[src/rtl/mul_div_unit.sv]
// Iterative RV32M multiply/divide unit: radix-2 shift-add multiply and restoring
// divide on operand magnitudes, fixed XLEN-cycle latency, sign fixup at the last step.
module mul_div_unit #(
  parameter int XLEN = 32
) (
  input  logic            clk,
  input  logic            reset,
  input  logic            start,
  input  logic [2:0]      funct3,
  input  logic [XLEN-1:0] srcA,
  input  logic [XLEN-1:0] srcB,
  output logic            busy,
  output logic            done,
  output logic [XLEN-1:0] result
);

  localparam int CW = $clog2(XLEN);
  localparam logic [CW-1:0] CNT_LAST = CW'(XLEN - 1);
  localparam logic [CW-1:0] CNT_ONE  = {{(CW-1){1'b0}}, 1'b1};

  typedef enum logic [1:0] {
    S_IDLE = 2'd0,
    S_CALC = 2'd1,
    S_DONE = 2'd2
  } state_t;

  state_t              state_q, state_d;
  logic [CW-1:0]       count_q, count_d;
  logic [2:0]          op_q, op_d;
  logic [XLEN-1:0]     a_q, a_d;
  logic [XLEN-1:0]     b_q, b_d;
  logic [2*XLEN-1:0]   prod_q, prod_d;
  logic [XLEN-1:0]     rem_q, rem_d;
  logic                neg_a_q, neg_a_d;
  logic                neg_b_q, neg_b_d;
  logic                dz_q, dz_d;
  logic                busy_q, busy_d;
  logic                done_q, done_d;
  logic [XLEN-1:0]     result_q, result_d;

  logic                accept;
  logic                sgn_a, sgn_b, in_neg_a, in_neg_b;
  logic [XLEN-1:0]     add_v;
  logic [XLEN:0]       sum_v;
  logic [2*XLEN-1:0]   prod_nx, prod_fix;
  logic [XLEN:0]       rsh, diff;
  logic                qbit;
  logic [XLEN-1:0]     rem_nx, quo_nx, rem_fix, quo_fix, final_val;

  // Next-state, datapath iteration and sign fixup
  always_comb begin
    state_d  = state_q;
    count_d  = count_q;
    op_d     = op_q;
    a_d      = a_q;
    b_d      = b_q;
    prod_d   = prod_q;
    rem_d    = rem_q;
    neg_a_d  = neg_a_q;
    neg_b_d  = neg_b_q;
    dz_d     = dz_q;
    result_d = result_q;

    sgn_a    = (funct3 != 3'b011) && (funct3 != 3'b101) && (funct3 != 3'b111);
    sgn_b    = sgn_a && (funct3 != 3'b010);
    in_neg_a = sgn_a & srcA[XLEN-1];
    in_neg_b = sgn_b & srcB[XLEN-1];

    // Multiply: add into the upper half, then shift the whole product right.
    add_v   = b_q[0] ? a_q : {XLEN{1'b0}};
    sum_v   = {1'b0, prod_q[2*XLEN-1:XLEN]} + {1'b0, add_v};
    prod_nx = {sum_v, prod_q[XLEN-1:1]};

    // Divide: a_q shifts the dividend out and the quotient bits in.
    rsh    = {rem_q, a_q[XLEN-1]};
    diff   = rsh - {1'b0, b_q};
    qbit   = ~diff[XLEN];
    rem_nx = qbit ? diff[XLEN-1:0] : rsh[XLEN-1:0];
    quo_nx = {a_q[XLEN-2:0], qbit};

    prod_fix = (neg_a_q ^ neg_b_q) ? -prod_nx : prod_nx;
    quo_fix  = ((neg_a_q ^ neg_b_q) && !dz_q) ? -quo_nx : quo_nx;
    rem_fix  = neg_a_q ? -rem_nx : rem_nx;

    case (op_q)
      3'b000:                 final_val = prod_fix[XLEN-1:0];
      3'b001, 3'b010, 3'b011: final_val = prod_fix[2*XLEN-1:XLEN];
      3'b100, 3'b101:         final_val = quo_fix;
      3'b110, 3'b111:         final_val = rem_fix;
      default:                final_val = {XLEN{1'b0}};
    endcase

    accept = start && ((state_q == S_IDLE) || (state_q == S_DONE));

    if (accept) begin
      state_d = S_CALC;
      count_d = {CW{1'b0}};
      op_d    = funct3;
      a_d     = in_neg_a ? -srcA : srcA;
      b_d     = in_neg_b ? -srcB : srcB;
      neg_a_d = in_neg_a;
      neg_b_d = in_neg_b;
      dz_d    = (srcB == {XLEN{1'b0}});
      prod_d  = {(2*XLEN){1'b0}};
      rem_d   = {XLEN{1'b0}};
    end else begin
      case (state_q)
        S_IDLE: state_d = S_IDLE;
        S_CALC: begin
          count_d = count_q + CNT_ONE;
          if (op_q[2]) begin
            a_d   = quo_nx;
            rem_d = rem_nx;
          end else begin
            prod_d = prod_nx;
            b_d    = {1'b0, b_q[XLEN-1:1]};
          end
          if (count_q == CNT_LAST) begin
            state_d  = S_DONE;
            result_d = final_val;
          end else begin
            state_d = S_CALC;
          end
        end
        S_DONE:  state_d = S_IDLE;
        default: state_d = S_IDLE;
      endcase
    end

    busy_d = (state_d == S_CALC);
    done_d = (state_d == S_DONE);
  end

  // State and datapath registers
  always_ff @(posedge clk or negedge reset) begin
    if (!reset) begin
      state_q  <= S_IDLE;
      count_q  <= {CW{1'b0}};
      op_q     <= 3'b000;
      a_q      <= {XLEN{1'b0}};
      b_q      <= {XLEN{1'b0}};
      prod_q   <= {(2*XLEN){1'b0}};
      rem_q    <= {XLEN{1'b0}};
      neg_a_q  <= 1'b0;
      neg_b_q  <= 1'b0;
      dz_q     <= 1'b0;
      busy_q   <= 1'b0;
      done_q   <= 1'b0;
      result_q <= {XLEN{1'b0}};
    end else begin
      state_q  <= state_d;
      count_q  <= count_d;
      op_q     <= op_d;
      a_q      <= a_d;
      b_q      <= b_d;
      prod_q   <= prod_d;
      rem_q    <= rem_d;
      neg_a_q  <= neg_a_d;
      neg_b_q  <= neg_b_d;
      dz_q     <= dz_d;
      busy_q   <= busy_d;
      done_q   <= done_d;
      result_q <= result_d;
    end
  end

  assign busy   = busy_q;
  assign done   = done_q;
  assign result = result_q;

endmodule

[config.mk]
export PLATFORM = sky130hd
export DESIGN_NAME = mul_div_unit
export DESIGN_NICKNAME = d
export VERILOG_FILES = /design/src/rtl/mul_div_unit.sv
export SDC_FILE = /design/constraint.sdc
export NUM_CORES = 1
export LEC_CHECK = 0
export BUFFER_PORTS_ARGS = -buffer_cell sky130_fd_sc_hd__buf_2
export CORE_ASPECT_RATIO = 0.9
export CORE_UTILIZATION = 63
export DETAILED_ROUTE_END_ITERATION = 7
export PLACE_DENSITY_LB_ADDON = 0.1
export SYNTH_ARGS = -nofsm -noshare
export SYNTH_HDL_FRONTEND = slang
export SYNTH_SLANG_ARGS = --single-unit
[constraint.sdc]
create_clock -name clk -period 7.85 [get_ports clk]
set_input_delay 0 -clock clk [delete_from_list [all_inputs] [get_ports clk]]
set_output_delay 0 -clock clk [all_outputs]
set_load 0.02 [all_outputs]
==> impl_results.md <==
- Overflow left after global routing: 0
- CTS resizes: 0
- Initial antenna violation count: 5
- Number of global-route vias before repair: between 15000 and 20000
- Largest net degree at the start of global routing: slightly below 100
- Worst-Margin Slew: between 1000 and 1500 ps
- Global-route wire length before repair: ~99000 um
- CTS tree: built
- Root buffer cell: clkbuf_16
- Cells after synthesis: around 2300
- Vias per cell: between 6 and 7
- Unrepaired setup endpoints after global routing: no
- Wire per inst: 22.5 um
- Synth Register Bits: 206
- WL final: between 60000 and 70000 um
- Period minus WS final: 6610 ps
- Port Buffers: 103
- Slew Limit Fails: 0
- Core box area: ~28000 sq um
- Kind of critical path: flip-flop to flip-flop
- Fmax: about 0.15 GHz
- Syn_nets: 2488
- Setup_tns: 0 ps
- # setup viols final: 0
- Mean Syn Cell Area: between 7 and 8 sq um
- Clock latency on the worst-skew pair: about 540 ps
- Final ANT Viol Nets: 0
- Total GRT Usage: 0.427
- Run status: finished, final reports clean
- Height of the die: ~160 um
- TritonRoute pass-1 iters: 7
- Final hold vios: 0
- Unique masters post-synth: about 110
- Worst-path clk slew: around 60 ps
- Commonest non-fill, non-tap cell in the layout: nand2_1
- Max-slew headroom: 0.171
- Io pins: around 100
- Slowest cell on crit path: dfrtp_1
- Die area: 29300 sq um
- Clock skew: about 29 ps
- Clock net sink count: just over 200
- Most frequent cells in the layout: nand2_1, dfrtp_1, o21ai_0
- HP Class: input pin to asynchronous set/reset pin
- Yosys warns: 0
- Max Cap Viol: 0
- Crit. Startpoint: b_q[0]
- Worst r2r src: b_q[0]
- FFs w/ async S/R, synth: 1.00
- Via count: between 15000 and 20000
- Starting Density: 0.644
- Element type at the critical path end: flip-flop
- Area Growth Syn to Fin: 12.0%
- Worst Path Arrival: about 7100 ps
- CP delay by family, top: compound AO/OA/AOI/OAI gates
- Std cell rows: between 50 and 60
- CP peak stage delay: just over 1000 ps
- FF-to-FF setup slack: between 1000 and 1500 ps
- Register area share after synthesis: 0.286
- Synth Flop Type: dfrtp_1
- Mapped Area: between 15000 and 20000 sq um
- Worst Path Max Fanout: 39
- Capture point of the worst path: result[30]
- Post-CTS Setup Repair Bufs: 0
- Initial DRC count: 2605
- Nets: between 2000 and 3000
- Share of post-route cells with drive strength above 1: 0.0886
- Worst reg2reg path depth: 20
- CP cell instances: ha_1, inv_1, fa_1, a211oi_2, o211ai_2, a21boi_2, a311oi_2, nor3_2, nor2_4, inv_4, mux2i_1, ha_1, inv_1, nor3_1, nand2_1, o32a_1, or4_4, o31a_1, a311o_1, a31oi_1
- Reg2Reg Capture Point: result[30]
- Detailed placement HPWL: 44400 um
- Levels on crit path: 20
- Final Cycle Share: 0.842
- Filler Cell Count: about 2200
- Clock tree buffer depth: 3
- Post-synth EDFFs: 0
- Die width: 180 um
- CTS buffer count: 24
- Crit path required time: just over 8000 ps
- Placer Congestion: approximately 0.99
- CP Buf/Inv Count: 3
- H-tree Lvls: 1
- Residual DRC: 0
- Crit start category: flip-flop
## timing repair
action,CTS,global route
endpoints found under the setup margin,0,0
endpoints found under the hold margin,164,0
hold buffers,85,0
## metal layers
metal | share of wire | vias up | wire length [um] | track usage
li1 | - | 8718 | - | -
met1 | 0.41 | 9188 | 26300 | 0.597
met2 | 0.43 | 1262 | 27300 | 0.653
met3 | 0.12 | 182 | 7720 | 0.105
met4 | 0.033 | 2 | 2070 | 0.129
met5 | 0.00030 | - | 19 | 0
## per-stage QoR
stage                     area, sq um  std cells  setup slack, ps  hold WS, ps  utilization
after global routing            20200       2811              836          176        0.721
after global placement          18600       2687             1690          137        0.663
after floorplan                 18000       2344             2590         -296            -
after CTS                       20200       2810             1400          120        0.721
final                           20200       2813             1240         97.6        0.721
after detailed placement        18600       2687             1480          144        0.663
## synth_stat cells (14+ instances only)
cell / number / share of area
a211oi_1: 20 / 0.0083
a21o_1: 22 / 0.0092
a21oi_1: 154 / 0.043
a221oi_1: 15 / 0.0073
a22oi_1: 36 / 0.015
a31oi_1: 71 / 0.025
and2_1: 49 / 0.017
buf_1: 17 / 0.0035
clkbuf_1: 100 / 0.021
dfrtp_1: 206 / 0.29
ha_1: 72 / 0.050
inv_1: 70 / 0.015
mux2i_1: 29 / 0.016
nand2_1: 314 / 0.065
nand3_1: 113 / 0.031
nand4_1: 25 / 0.0087
nor2_1: 186 / 0.039
nor2b_1: 14 / 0.0049
nor3_1: 50 / 0.014
nor4_1: 27 / 0.0094
o211ai_1: 16 / 0.0067
o21ai_0: 197 / 0.055
o22ai_1: 16 / 0.0055
o31ai_1: 40 / 0.017
o41ai_1: 19 / 0.0092
or3_1: 34 / 0.012
or4_1: 16 / 0.0067
xnor2_1: 112 / 0.054
xor2_1: 88 / 0.043
## worst min-delay path by stage
stage               startpoint        end  slack, ps  depth (start not counted)
finish                   reset  rem_q[21]        100                          2
global route             start    op_q[0]        180                          5
CTS                      start    op_q[0]        120                          5
detailed placement       reset  rem_q[21]        140                          1
global placement         reset  rem_q[21]        140                          1
floorplan                reset     a_q[0]       -300                          0
## registers in the layout, summed over array words and instances (netlist names), 2 cells and up
| name | count |
|---|---|
| op_q | 3 |
| count_q | 5 |
| a_q | 32 |
| result | 32 |
| prod_q | 63 |
| state_q | 2 |
| rem_q | 32 |
| b_q | 32 |
## area by class of cell
class	instances	area [sq um]	share of cell area
timing repair buffer	208	1530	0.0755
sequential	206	5150	0.255
tap	360	450	0.0223
clock buffer	33	674	0.0334
inverter	72	273	0.0135
antenna	3	7.51	0.000372
multi-input combinational	1926	12000	0.594
clock inverter	5	111	0.00551
## cell families (layout without fill, tap and decap cells)
family | after synthesis | in the layout | synth area share
AOI/OAI and AO/OA | 716 | 716 | 0.255
xor gates and xnor gates | 200 | 200 | 0.0971
adders and majority gates | 74 | 74 | 0.0522
buffers and inverters | 212 | 318 | 0.0517
DFF | 206 | 206 | 0.286
muxes | 36 | 36 | 0.0205
other | 0 | 3 | 0
and+or+nand+nor | 900 | 900 | 0.238
Power is not shown: default switching activity piles up to over one toggle a cycle in this logic, so the estimate is an artifact.
